==> src/rtl/rice_core_pkg.sv <==
// Shared RV32I decode types, opcode constants and the instruction decode function.
// Build option: RICE_CORE_RV32M_EN enables decoding of the RV32M multiply/divide ops.
package rice_core_pkg;

    localparam int unsigned XLEN = 32;

    typedef enum logic [5:0] {
        OP_NOP = 6'd0,
        OP_LUI, OP_AUIPC, OP_JAL, OP_JALR,
        OP_BEQ, OP_BNE, OP_BLT, OP_BGE, OP_BLTU, OP_BGEU,
        OP_LB, OP_LH, OP_LW, OP_LBU, OP_LHU,
        OP_SB, OP_SH, OP_SW,
        OP_ADDI, OP_SLTI, OP_SLTIU, OP_XORI, OP_ORI, OP_ANDI, OP_SLLI, OP_SRLI, OP_SRAI,
        OP_ADD, OP_SUB, OP_SLL, OP_SLT, OP_SLTU, OP_XOR, OP_SRL, OP_SRA, OP_OR, OP_AND,
        OP_ECALL, OP_EBREAK,
        OP_MUL, OP_MULH, OP_MULHSU, OP_MULHU, OP_DIV, OP_DIVU, OP_REM, OP_REMU
    } rice_core_op_t;

    localparam logic [6:0] OPC_LUI      = 7'b0110111;
    localparam logic [6:0] OPC_AUIPC    = 7'b0010111;
    localparam logic [6:0] OPC_JAL      = 7'b1101111;
    localparam logic [6:0] OPC_JALR     = 7'b1100111;
    localparam logic [6:0] OPC_BRANCH   = 7'b1100011;
    localparam logic [6:0] OPC_LOAD     = 7'b0000011;
    localparam logic [6:0] OPC_STORE    = 7'b0100011;
    localparam logic [6:0] OPC_OP_IMM   = 7'b0010011;
    localparam logic [6:0] OPC_OP       = 7'b0110011;
    localparam logic [6:0] OPC_MISC_MEM = 7'b0001111;
    localparam logic [6:0] OPC_SYSTEM   = 7'b1110011;

    typedef enum logic [2:0] {
        IMM_NONE, IMM_I, IMM_S, IMM_B, IMM_U, IMM_J
    } imm_fmt_t;

    typedef struct packed {
        rice_core_op_t   op;
        logic [4:0]      rd;
        logic            uses_rs1;
        logic            uses_rs2;
        logic [XLEN-1:0] imm;
        logic            illegal;
    } decode_t;

    function automatic logic is_load(input rice_core_op_t op);
        return op inside {OP_LB, OP_LH, OP_LW, OP_LBU, OP_LHU};
    endfunction

    function automatic decode_t rice_core_decode(input logic [31:0] inst);
        decode_t    d;
        imm_fmt_t   fmt;
        logic [2:0] f3;
        logic [6:0] f7;
        f3  = inst[14:12];
        f7  = inst[31:25];
        d   = '0;
        fmt = IMM_NONE;
        d.rd = inst[11:7];
        case (inst[6:0])
            OPC_LUI:   begin d.op = OP_LUI;   fmt = IMM_U; end
            OPC_AUIPC: begin d.op = OP_AUIPC; fmt = IMM_U; end
            OPC_JAL:   begin d.op = OP_JAL;   fmt = IMM_J; end
            OPC_JALR: begin
                d.op = OP_JALR; fmt = IMM_I; d.uses_rs1 = 1'b1;
                if (f3 != 3'b000) d.illegal = 1'b1;
            end
            OPC_BRANCH: begin
                fmt = IMM_B; d.uses_rs1 = 1'b1; d.uses_rs2 = 1'b1; d.rd = '0;
                case (f3)
                    3'b000:  d.op = OP_BEQ;
                    3'b001:  d.op = OP_BNE;
                    3'b100:  d.op = OP_BLT;
                    3'b101:  d.op = OP_BGE;
                    3'b110:  d.op = OP_BLTU;
                    3'b111:  d.op = OP_BGEU;
                    default: d.illegal = 1'b1;
                endcase
            end
            OPC_LOAD: begin
                fmt = IMM_I; d.uses_rs1 = 1'b1;
                case (f3)
                    3'b000:  d.op = OP_LB;
                    3'b001:  d.op = OP_LH;
                    3'b010:  d.op = OP_LW;
                    3'b100:  d.op = OP_LBU;
                    3'b101:  d.op = OP_LHU;
                    default: d.illegal = 1'b1;
                endcase
            end
            OPC_STORE: begin
                fmt = IMM_S; d.uses_rs1 = 1'b1; d.uses_rs2 = 1'b1; d.rd = '0;
                case (f3)
                    3'b000:  d.op = OP_SB;
                    3'b001:  d.op = OP_SH;
                    3'b010:  d.op = OP_SW;
                    default: d.illegal = 1'b1;
                endcase
            end
            OPC_OP_IMM: begin
                fmt = IMM_I; d.uses_rs1 = 1'b1;
                case (f3)
                    3'b000: d.op = OP_ADDI;
                    3'b010: d.op = OP_SLTI;
                    3'b011: d.op = OP_SLTIU;
                    3'b100: d.op = OP_XORI;
                    3'b110: d.op = OP_ORI;
                    3'b111: d.op = OP_ANDI;
                    3'b001: if (f7 == 7'b0000000) d.op = OP_SLLI; else d.illegal = 1'b1;
                    default: begin
                        if (f7 == 7'b0000000)      d.op = OP_SRLI;
                        else if (f7 == 7'b0100000) d.op = OP_SRAI;
                        else                       d.illegal = 1'b1;
                    end
                endcase
            end
            OPC_OP: begin
                d.uses_rs1 = 1'b1; d.uses_rs2 = 1'b1;
                if (f7 == 7'b0000000) begin
                    case (f3)
                        3'b000:  d.op = OP_ADD;
                        3'b001:  d.op = OP_SLL;
                        3'b010:  d.op = OP_SLT;
                        3'b011:  d.op = OP_SLTU;
                        3'b100:  d.op = OP_XOR;
                        3'b101:  d.op = OP_SRL;
                        3'b110:  d.op = OP_OR;
                        default: d.op = OP_AND;
                    endcase
                end else if (f7 == 7'b0100000 && f3 == 3'b000) begin
                    d.op = OP_SUB;
                end else if (f7 == 7'b0100000 && f3 == 3'b101) begin
                    d.op = OP_SRA;
`ifdef RICE_CORE_RV32M_EN
                end else if (f7 == 7'b0000001) begin
                    case (f3)
                        3'b000:  d.op = OP_MUL;
                        3'b001:  d.op = OP_MULH;
                        3'b010:  d.op = OP_MULHSU;
                        3'b011:  d.op = OP_MULHU;
                        3'b100:  d.op = OP_DIV;
                        3'b101:  d.op = OP_DIVU;
                        3'b110:  d.op = OP_REM;
                        default: d.op = OP_REMU;
                    endcase
`endif
                end else begin
                    d.illegal = 1'b1;
                end
            end
            OPC_MISC_MEM: begin d.op = OP_NOP; d.rd = '0; end
            OPC_SYSTEM: begin
                d.rd = '0;
                if (inst[31:7] == 25'h0000000)      d.op = OP_ECALL;
                else if (inst[31:7] == 25'h0002000) d.op = OP_EBREAK;
                else                                d.illegal = 1'b1;
            end
            default: d.illegal = 1'b1;
        endcase
        if (inst[1:0] != 2'b11) d.illegal = 1'b1;
        // Illegal words still travel as a valid bundle, but must not write or read registers.
        if (d.illegal) begin
            d.op = OP_NOP; d.rd = '0; d.uses_rs1 = 1'b0; d.uses_rs2 = 1'b0; fmt = IMM_NONE;
        end
        case (fmt)
            IMM_I:   d.imm = {{20{inst[31]}}, inst[31:20]};
            IMM_S:   d.imm = {{20{inst[31]}}, inst[31:25], inst[11:7]};
            IMM_B:   d.imm = {{19{inst[31]}}, inst[31], inst[7], inst[30:25], inst[11:8], 1'b0};
            IMM_U:   d.imm = {inst[31:12], 12'h000};
            IMM_J:   d.imm = {{11{inst[31]}}, inst[31], inst[19:12], inst[20], inst[30:21], 1'b0};
            default: d.imm = '0;
        endcase
        return d;
    endfunction

endpackage

==> src/rtl/rice_core_id_stage_if.sv <==
// Fetch, write-back, pipeline control and decoded-bundle signals of the decode stage.
interface rice_core_id_stage_if
    import rice_core_pkg::*;
();
    logic            enable;
    logic            if_valid;
    logic [XLEN-1:0] if_pc;
    logic [31:0]     if_inst;
    logic            if_stall;
    logic            flush;
    logic            stall;
    logic            wb_valid;
    logic [4:0]      wb_rd;
    logic [XLEN-1:0] wb_value;
    logic            id_valid;
    logic [XLEN-1:0] id_pc;
    rice_core_op_t   id_op;
    logic [4:0]      id_rd;
    logic [XLEN-1:0] id_rs1_value;
    logic [XLEN-1:0] id_rs2_value;
    logic [XLEN-1:0] id_imm;
    logic            id_illegal;

    modport master (
        output enable, if_valid, if_pc, if_inst, flush, stall, wb_valid, wb_rd, wb_value,
        input  if_stall, id_valid, id_pc, id_op, id_rd, id_rs1_value, id_rs2_value, id_imm, id_illegal
    );

    modport slave (
        input  enable, if_valid, if_pc, if_inst, flush, stall, wb_valid, wb_rd, wb_value,
        output if_stall, id_valid, id_pc, id_op, id_rd, id_rs1_value, id_rs2_value, id_imm, id_illegal
    );
endinterface

==> src/rtl/rice_core_register_file.sv <==
// 31 x XLEN integer register file: x0 reads zero, two write-first read ports, one write port.
module rice_core_register_file #(
    parameter int unsigned XLEN = 32
) (
    input  logic            clk,
    input  logic            rst,
    input  logic            wr_en,
    input  logic [4:0]      wr_addr,
    input  logic [XLEN-1:0] wr_data,
    input  logic [4:0]      rd_addr_a,
    output logic [XLEN-1:0] rd_data_a,
    input  logic [4:0]      rd_addr_b,
    output logic [XLEN-1:0] rd_data_b
);
    logic [XLEN-1:0] regs [1:31];
    logic            wr_live;

    assign wr_live = wr_en && (wr_addr != 5'd0);

    always_ff @(posedge clk) begin
        if (rst) begin
            for (int unsigned i = 1; i < 32; i++) regs[i] <= '0;
        end else if (wr_live) begin
            regs[wr_addr] <= wr_data;
        end
    end

    always_comb begin
        rd_data_a = '0;
        rd_data_b = '0;
        if (rd_addr_a != 5'd0) rd_data_a = (wr_live && wr_addr == rd_addr_a) ? wr_data : regs[rd_addr_a];
        if (rd_addr_b != 5'd0) rd_data_b = (wr_live && wr_addr == rd_addr_b) ? wr_data : regs[rd_addr_b];
    end
endmodule

==> src/rtl/rice_core_id_stage.sv <==
// RV32I decode stage: decode, operand read, load-use interlock, registered bundle to execute.
// Build option: RICE_CORE_RV32M_EN enables decoding of the RV32M multiply/divide ops.
module rice_core_id_stage
    import rice_core_pkg::*;
#(
    parameter int unsigned          XLEN       = 32,
    parameter logic [XLEN-1:0]      INITIAL_PC = 32'h8000_0000
) (
    input  logic                 i_clk,
    input  logic                 i_rst,
    rice_core_id_stage_if.slave  bus
);
    decode_t         dec;
    logic [4:0]      rs1, rs2;
    logic [XLEN-1:0] rs1_value, rs2_value;
    logic            hazard, accept;

    logic            valid_q, illegal_q;
    logic [XLEN-1:0] pc_q, rs1_q, rs2_q, imm_q;
    rice_core_op_t   op_q;
    logic [4:0]      rd_q;

    assign dec = rice_core_decode(bus.if_inst);
    assign rs1 = bus.if_inst[19:15];
    assign rs2 = bus.if_inst[24:20];

    rice_core_register_file #(.XLEN(XLEN)) u_regs (
        .clk       (i_clk),
        .rst       (i_rst),
        .wr_en     (bus.wb_valid),
        .wr_addr   (bus.wb_rd),
        .wr_data   (bus.wb_value),
        .rd_addr_a (rs1),
        .rd_data_a (rs1_value),
        .rd_addr_b (rs2),
        .rd_data_b (rs2_value)
    );

    // Only a load currently sitting in the bundle can create a load-use hazard.
    assign hazard = bus.if_valid && valid_q && is_load(op_q) && (rd_q != 5'd0)
                 && ((dec.uses_rs1 && rs1 == rd_q) || (dec.uses_rs2 && rs2 == rd_q));
    assign accept = bus.if_valid && !bus.stall && !hazard && !bus.flush && bus.enable;
    assign bus.if_stall = bus.if_valid && !accept && !bus.flush;

    always_ff @(posedge i_clk) begin
        if (i_rst) begin
            valid_q   <= 1'b0;
            pc_q      <= INITIAL_PC;
            op_q      <= OP_NOP;
            rd_q      <= '0;
            rs1_q     <= '0;
            rs2_q     <= '0;
            imm_q     <= '0;
            illegal_q <= 1'b0;
        end else if (!bus.enable || bus.flush) begin
            valid_q <= 1'b0;
        end else if (bus.stall) begin
            valid_q <= valid_q;
        end else if (hazard) begin
            valid_q <= 1'b0;
        end else begin
            valid_q <= accept;
            if (accept) begin
                pc_q      <= bus.if_pc;
                op_q      <= dec.op;
                rd_q      <= dec.rd;
                rs1_q     <= rs1_value;
                rs2_q     <= rs2_value;
                imm_q     <= dec.imm;
                illegal_q <= dec.illegal;
            end
        end
    end

    assign bus.id_valid     = valid_q;
    assign bus.id_pc        = pc_q;
    assign bus.id_op        = op_q;
    assign bus.id_rd        = rd_q;
    assign bus.id_rs1_value = rs1_q;
    assign bus.id_rs2_value = rs2_q;
    assign bus.id_imm       = imm_q;
    assign bus.id_illegal   = illegal_q;
endmodule

==> src/flat_wrapper.sv <==
// flat-port wrapper written by rule: the top's interface ports become plain ports
module rice_core_id_stage_flat import rice_core_pkg::*;
#(
    parameter int unsigned          XLEN       = 32,
    parameter logic [XLEN-1:0]      INITIAL_PC = 32'h8000_0000
)
  (i_clk, i_rst, bus_enable, bus_if_valid, bus_if_pc, bus_if_inst, bus_flush, bus_stall, bus_wb_valid, bus_wb_rd, bus_wb_value, bus_if_stall, bus_id_valid, bus_id_pc, bus_id_op, bus_id_rd, bus_id_rs1_value, bus_id_rs2_value, bus_id_imm, bus_id_illegal);
  rice_core_id_stage_if bus_i ();
  input  logic i_clk;
  input  logic i_rst;
  input wire logic [$bits(bus_i.enable)-1:0] bus_enable;
  input wire logic [$bits(bus_i.if_valid)-1:0] bus_if_valid;
  input wire logic [$bits(bus_i.if_pc)-1:0] bus_if_pc;
  input wire logic [$bits(bus_i.if_inst)-1:0] bus_if_inst;
  input wire logic [$bits(bus_i.flush)-1:0] bus_flush;
  input wire logic [$bits(bus_i.stall)-1:0] bus_stall;
  input wire logic [$bits(bus_i.wb_valid)-1:0] bus_wb_valid;
  input wire logic [$bits(bus_i.wb_rd)-1:0] bus_wb_rd;
  input wire logic [$bits(bus_i.wb_value)-1:0] bus_wb_value;
  output wire logic [$bits(bus_i.if_stall)-1:0] bus_if_stall;
  output wire logic [$bits(bus_i.id_valid)-1:0] bus_id_valid;
  output wire logic [$bits(bus_i.id_pc)-1:0] bus_id_pc;
  output wire logic [$bits(bus_i.id_op)-1:0] bus_id_op;
  output wire logic [$bits(bus_i.id_rd)-1:0] bus_id_rd;
  output wire logic [$bits(bus_i.id_rs1_value)-1:0] bus_id_rs1_value;
  output wire logic [$bits(bus_i.id_rs2_value)-1:0] bus_id_rs2_value;
  output wire logic [$bits(bus_i.id_imm)-1:0] bus_id_imm;
  output wire logic [$bits(bus_i.id_illegal)-1:0] bus_id_illegal;
  assign bus_i.enable = bus_enable;
  assign bus_i.if_valid = bus_if_valid;
  assign bus_i.if_pc = bus_if_pc;
  assign bus_i.if_inst = bus_if_inst;
  assign bus_i.flush = bus_flush;
  assign bus_i.stall = bus_stall;
  assign bus_i.wb_valid = bus_wb_valid;
  assign bus_i.wb_rd = bus_wb_rd;
  assign bus_i.wb_value = bus_wb_value;
  assign bus_if_stall = bus_i.if_stall;
  assign bus_id_valid = bus_i.id_valid;
  assign bus_id_pc = bus_i.id_pc;
  assign bus_id_op = bus_i.id_op;
  assign bus_id_rd = bus_i.id_rd;
  assign bus_id_rs1_value = bus_i.id_rs1_value;
  assign bus_id_rs2_value = bus_i.id_rs2_value;
  assign bus_id_imm = bus_i.id_imm;
  assign bus_id_illegal = bus_i.id_illegal;
  rice_core_id_stage #(.XLEN(XLEN), .INITIAL_PC(INITIAL_PC)) u_core (.i_clk(i_clk), .i_rst(i_rst), .bus(bus_i));
endmodule
==> config.mk <==
export PLATFORM = sky130hd
export DESIGN_NAME = rice_core_id_stage_flat
export DESIGN_NICKNAME = d
export VERILOG_FILES = /design/src/rtl/rice_core_pkg.sv /design/src/rtl/rice_core_id_stage_if.sv /design/src/rtl/rice_core_register_file.sv /design/src/rtl/rice_core_id_stage.sv /design/src/flat_wrapper.sv
export SDC_FILE = /design/constraint.sdc
export NUM_CORES = 2
export LEC_CHECK = 0
export CORE_MARGIN = 4
export CORE_UTILIZATION = 60
export CTS_BUF_LIST = sky130_fd_sc_hd__clkbuf_4
export CTS_CLUSTER_SIZE = 24
export DETAILED_ROUTE_END_ITERATION = 6
export DONT_BUFFER_PORTS = 1
export PLACE_DENSITY = 0.91
export SLEW_MARGIN = 0
export SYNTH_ARGS = -nofsm -noshare
export SYNTH_HDL_FRONTEND = slang
export SYNTH_SLANG_ARGS = --single-unit
==> constraint.sdc <==
create_clock -name i_clk -period 5 [get_ports i_clk]
set_input_delay 0.75 -clock i_clk [delete_from_list [all_inputs] [get_ports i_clk]]
set_output_delay 0.75 -clock i_clk [all_outputs]
set_load 0.02 [all_outputs]
# Word level (Yosys, flattened, before mapping)
# Memory sizes are Yosys's and may differ from the RTL's.
# Index checks and enable logic that the tools add are counted.
dict set report word_totals {
  regBits 141
  ram_bits 992
  input_bits 108
  output_inout_bits 142
  n_memories 1
}
dict set report classes {
  n_eq_ne 35
  muxes 49
  bitwise_logic 3
  reduce_logical 46
}
# name depth width read_ports rd_clocked_by_memory_dff wr line
set mem_list {}
lappend mem_list {u_core.u_regs.regs 31 32 2 0 31 rice_core_register_file.sv:15} ;# logic [XLEN-1:0] regs [1:31];
# op n
set ops {}
lappend ops {{2-to-1 mux 32 bit} 5}
lappend ops {{case mux 32 bit (5 select lines)} 1}
lappend ops {{case mux 6 bit (7 select lines)} 2}
lappend ops {{case mux 6 bit (10 select lines)} 1}
lappend ops {{2-to-1 mux 6 bit} 6}
lappend ops {{OR reduction 32 bit} 1}
lappend ops {{equality test 6 x 4 -> 1 bit (second input constant)} 5}
lappend ops {{equality test 7 x 6 -> 1 bit (second input constant)} 4}
lappend ops {{equality test 7 bit (second input constant)} 4}
lappend ops {{equality test 25 x 14 -> 1 bit (second input constant)} 1}
lappend ops {{zero test 25 bit} 1}
lappend ops {{nonzero test 5 bit} 5}
lappend ops {{case mux 4 bit (6 select lines)} 1}
lappend ops {{2-to-1 mux 1 bit} 22}
lappend ops {{equality test 5 bit} 4}
lappend ops {{2-to-1 mux 5 bit} 4}
lappend ops {{case mux 4 bit (5 select lines)} 1}
lappend ops {{equality test 3 bit (second input constant)} 6}
lappend ops {{OR reduction 6 bit} 3}
lappend ops {{logical AND 1 bit} 17}
lappend ops {{case mux 3 bit (5 select lines)} 1}
lappend ops {{case mux 5 bit (3 select lines)} 1}
lappend ops {{equality test 7 x 5 -> 1 bit (second input constant)} 2}
lappend ops {{2-to-1 mux 13 bit} 1}
lappend ops {{other kinds (19)} 34}

# Longest topological paths before layout
dict set report depth {
  word_depth 18
  mapped_depth 12
}

# Cells and area by module
# From an unflattened synthesis, not the netlist that was laid out.
dict set report unflattened {
  hier_cells 4673
  area_unflattened_um2 61701.7
}
# mod n_inst cells_each area_per_inst_um2
set by_module_without_submodules {}
lappend by_module_without_submodules {rice_core_register_file 1 3892 55537.0}
lappend by_module_without_submodules {rice_core_id_stage 1 781 6164.7}

# Worst setup path before layout
# No wires, ideal clock.
dict set report synth_timing {
  path_type {input port to flip-flop}
  start {input bus_wb_rd[3]}
  end {memory u_core.u_regs.regs[12][0] (enable)}
  setup_ps 466
  arrival_time_ps 4344
  required_ps 4534
  path_slack_ps 191
  path_stages 7
  path_cell_list {buf_2 > or3_1 > clkbuf_1 > o31ai_1 > or4_1 > clkbuf_1 > o21ai_0}
}
# item line
set synth_lines {}
lappend synth_lines {{from (decl)} flat_wrapper.sv:18} ;# input wire logic [$bits(bus_i.wb_rd)-1:0] bus_wb_rd;
lappend synth_lines {{to (decl)} rice_core_register_file.sv:15}

# Worst setup path after layout
dict set report layout_timing {
  start {register u_core.rd_q[0] (netlist: u_core.bus.id_rd[0])}
  end {output bus_if_stall}
}
dict set report layout_via {
  elab_chain_len 11
}
# item line
set layout_lines {}
lappend layout_lines {{from (decl)} rice_core_id_stage.sv:21} ;# logic [4:0] rd_q;
lappend layout_lines {{from (signal assigned)} rice_core_id_stage.sv:66} ;# rd_q <= dec.rd;
lappend layout_lines {{equality test 5 bit} rice_core_id_stage.sv:41} ;# && ((dec.uses_rs1 && rs1 == rd_q) || (dec.uses_rs2 && rs2 == rd_q));
lappend layout_lines {{logical AND 1 bit} rice_core_id_stage.sv:41}
lappend layout_lines {{logical OR 1 bit} rice_core_id_stage.sv:41}
lappend layout_lines {{logical AND 1 bit *} rice_core_id_stage.sv:41}
lappend layout_lines {{zero test 1 bit *} rice_core_id_stage.sv:42} ;# assign accept = bus.if_valid && !bus.stall && !hazard && !bus.flush && bus.enable;
lappend layout_lines {{logical AND 1 bit * (3 in series)} rice_core_id_stage.sv:42}
lappend layout_lines {{zero test 1 bit *} rice_core_id_stage.sv:43} ;# assign bus.if_stall = bus.if_valid && !accept && !bus.flush;
lappend layout_lines {{logical AND 1 bit * (2 in series)} rice_core_id_stage.sv:43}
lappend layout_lines {{to (decl)} flat_wrapper.sv:20} ;# output wire logic [$bits(bus_i.if_stall)-1:0] bus_if_stall;
# Mark *: on every way between the ends. The rest lies on a longest branch, timed or not.

==> metrics.md <==
| Metric | Value |
|---|---|
| Status | `finished, violations left` |
| Failing checks | `DRC` |
| Top FF cell, synth | `edfxtp_1` |
| Vias per cell | `7.31` |
| Max rail drop VDD | `0.244 mV` |
| Delay-heaviest family, CP | `simple AND/OR/NAND/NOR gates` |
| Most common cell in the netlist | `edfxtp_1` |
| Critical path type | `reg -> out` |
| Area Growth Syn to Fin | `10.1%` |
| DR vias | `43,132` |
| Root Driver | `clkbuf_4` |
| RePlAce Congestion | `0.934` |
| Die Wd | `327 um` |
| Asr flop ratio synth | `0%` |
| Finish-stage setup viols | `0` |
| Post-cts sizing count | `0` |
| Initial Util | `60.7%` |
| Row cnt | `116` |
| FMAX | `217 MHz` |
| Gr usage total | `36.6%` |
| H-tree depth | `5` |
| Aggregate negative setup slack | `0 ns` |
| Cell Pwr Density | `327 mW/mm2` |
| Synth top area share | `50.4%` |
| Required time worst endpoint | `4.25 ns` |
| Cell count after synthesis | `4,214` |
| Total wire length | `199 mm` |
| Synthesized area | `0.0610 mm2` |
| Postcts setup bufs | `0` |
| Rel. slew slack | `6.82%` |
| Critical path launch point type | `register` |
| CP max stage delay | `0.59 ns` |
| Vias in the first global route | `43,601` |
| Layout Nets | `4,426` |
| Hold path cells | `4` |
| Max_cap viols | `0` |
| FF-to-FF Start | `u_core.bus.id_rd[0]$_SDFFE_PP0P_` |
| Area after DPL | `0.0621 mm2` |
| R2R cell count | `9` |
| Number of port buffers | `0` |
| EDFF count, synth | `1,024` |
| Core area | `0.100 mm2` |
| Transition time of the tightest slew-check pin | `1.39 ns` |
| Hold Path End | `u_core.bus.id_imm[23]$_SDFFE_PP0P_` |
| Layout cell share with drive strength beyond 1 | `26.8%` |
| Layout Utilization | `66.9%` |
| CTS max path bufs | `4` |
| Synth top cells by count | `edfxtp_1 (1,024), and2_1 (993), mux4_2 (513), clkbuf_1 (315), mux2i_1 (174)` |
| Worst Path Buf+Inv | `1` |
| Worst hold slack | `0.0322 ns` |
| CP max FO | `9` |
| Hold Startpoint | `bus_if_inst[3]` |
| Design area | `0.0672 mm2` |
| Setup crit end kind | `output port` |
| Clk_lat worst skew | `1.27 ns` |
| RSZ-0062 raised after global routing | `false` |
| DR WL/cell | `33.7 um` |
| Post-route minimum period | `4.61 ns` |
| First-pass GRT wire length | `285 mm` |
| Ranking of synthesized cells by area | `edfxtp_1 (50%), mux4_2 (19%), and2_1 (10%), dfxtp_1 (4.6%), mux2i_1 (2.9%)` |
| HP Class | `in -> reg` |
| Largest net degree at the start of global routing | `322` |
| Clock Skew | `0.134 ns` |
| Final count of hold timing violations | `0` |
| TritonCTS clock tree | `built` |
| # DRC | `11` |
| Clock transition at path regs | `0.07 ns` |
| Worst endpoint data arrival time | `3.86 ns` |
| Reg2Reg Setup Slack | `1.31 ns` |
| Area leader, netlist | `edfxtp_1` |
| Unique masters post-synth | `71` |
| Post-route ant nets | `0` |
| RR Endpoint | `u_core.bus.id_imm[7]$_SDFFE_PP0P_` |
| Hpwl dp | `110 mm` |
| Period utilization | `92.2%` |
| Filler cells | `6,378` |
| CP Cell Sequence | `xor2_1 -> nor4_1 -> nand4_1 -> a211oi_1 -> a21oi_4 -> nor3b_1 -> buf_4` |
| Full die area | `0.107 mm2` |
| Initial antenna violation count | `19` |
| Post-CTS Hold Fix Bufs | `122` |
| Warnings from Yosys | `0` |
| Leakage power | `23.2 nW` |
| Die H | `327 um` |
| Ports | `250` |
| Max-slew violation count | `0` |
| Sequential cell area fraction in the yosys report | `55.0%` |
| First-pass detailed-route iteration total | `7` |
| Seq cells post-synth | `1,165` |
| Critical Path Slowest Stage Cell | `a211oi_1` |
| Grt total ovfl | `0` |
| CTS sink cnt | `1,165` |
| Syn avg cell area | `14.5 um2` |
| DRT iter0 DRCs | `8,024` |
| CTS Buf Count | `306` |
==> power by group <==
| group | leakage (nW) | switching (W) | internal (W) |
|---|---|---|---|
| Clock | 2.17 | 0.00400 | 0.00415 |
| Sequential | 10.9 | 0.000326 | 0.0111 |
| Combinational | 10.1 | 0.00129 | 0.00115 |
==> cells by family after synthesis <==
logic type | count (synthesis) | synth area share (%)
AOI/OAI and AO/OA | 457 | 5.31
buffers and inverters | 465 | 3.25
muxes | 734 | 22.7
and+or+nand+nor | 1370 | 13.4
DFF | 1165 | 55.0
other | 1 | 0.00615
xor gates and xnor gates | 22 | 0.316
==> metal layers <==
layer | GRT usage, % | vias to the layer above | routed length, um
met5 | 0.770 | - | 98
met4 | 23.3 | 8 | 15300
met3 | 15.9 | 1118 | 36700
met2 | 53.6 | 4848 | 87100
met1 | 44.8 | 20647 | 59700
li1 | - | 16511 | -
==> layout by cell type (no fill, tap or decap), types with 65 or more instances in the layout <==
cell,synthesis,layout
mux4_2,513,513
dlygate4sd3_1,0,103
o21ai_0,96,65
and2_1,993,993
edfxtp_1,1024,1024
nor2_1,113,81
o2bb2ai_1,72,72
a21oi_1,71,71
mux2i_1,174,174
dfxtp_1,141,141
buf_4,21,90
clkbuf_4,0,439
==> flip-flops by register name (all words and copies together) (netlist names) <==
| name | flops |
|---|---|
| u_core.bus.id_rs2_value | 32 |
| u_core.bus.id_rd | 5 |
| u_core.bus.id_pc | 32 |
| u_core.bus.id_op | 6 |
| u_core.u_regs.regs | 1024 |
| u_core.bus.id_rs1_value | 32 |
| u_core.bus.id_imm | 32 |
| u_core.bus.id_valid | 1 |
| u_core.bus.id_illegal | 1 |
==> how the worst max path moves through the flow <==
stage,start,endpoint,slack (ns),depth (start not counted)
3_5_place_dp,bus_if_inst[2],u_core.bus.id_imm[18]$_SDFFE_PP0P_,1.01,8
4_1_cts,u_core.bus.id_op[0]$_SDFFE_PP0P_,bus_if_stall,0.45,7
6_report,u_core.bus.id_rd[0]$_SDFFE_PP0P_,bus_if_stall,0.39,7
5_1_grt,u_core.bus.id_op[0]$_SDFFE_PP0P_,bus_if_stall,0.31,7
3_3_place_gp,bus_if_inst[2],u_core.bus.id_imm[13]$_SDFFE_PP0P_,1.11,8
2_1_floorplan,bus_wb_rd[3],u_core.u_regs.regs[12][0]$_SDFFCE_PN0P_,0.19,7
==> through the flow <==
step | worst slack (ns) | instances | power [W]
floorplan | 0.191 | 4245 | 0.0132
global placement | 1.11 | 5245 | 0.0135
detailed placement | 1.01 | 5245 | 0.0136
CTS | 0.452 | 5865 | 0.0218
global route | 0.311 | 5883 | 0.0226
finish | 0.390 | 5897 | 0.0220
==> layout make-up <==
cell class	count	area, um2	area share [%]
inverter	16	62.6	0.0931
tap	1357	1700	2.53
multi-input combinational	2615	26000	38.7
clock buffer	439	3300	4.91
clock inverter	59	319	0.475
sequential	1165	33600	50.0
antenna	32	80.1	0.119
timing repair buffer	214	2130	3.18
==> worst register-to-register path, cell delays in order, from the launching register on <==
cell and delay, ns:
dfxtp_1 0.58, xor2_1 0.13, nor4_1 0.49, nand4_1 0.20, a211oi_1 0.59, a21oi_4 0.24
buf_4 0.40, nand2b_1 0.28, a21oi_1 0.14, dlygate4sd3_1 0.57
Power figures use the tool's default switching activity.
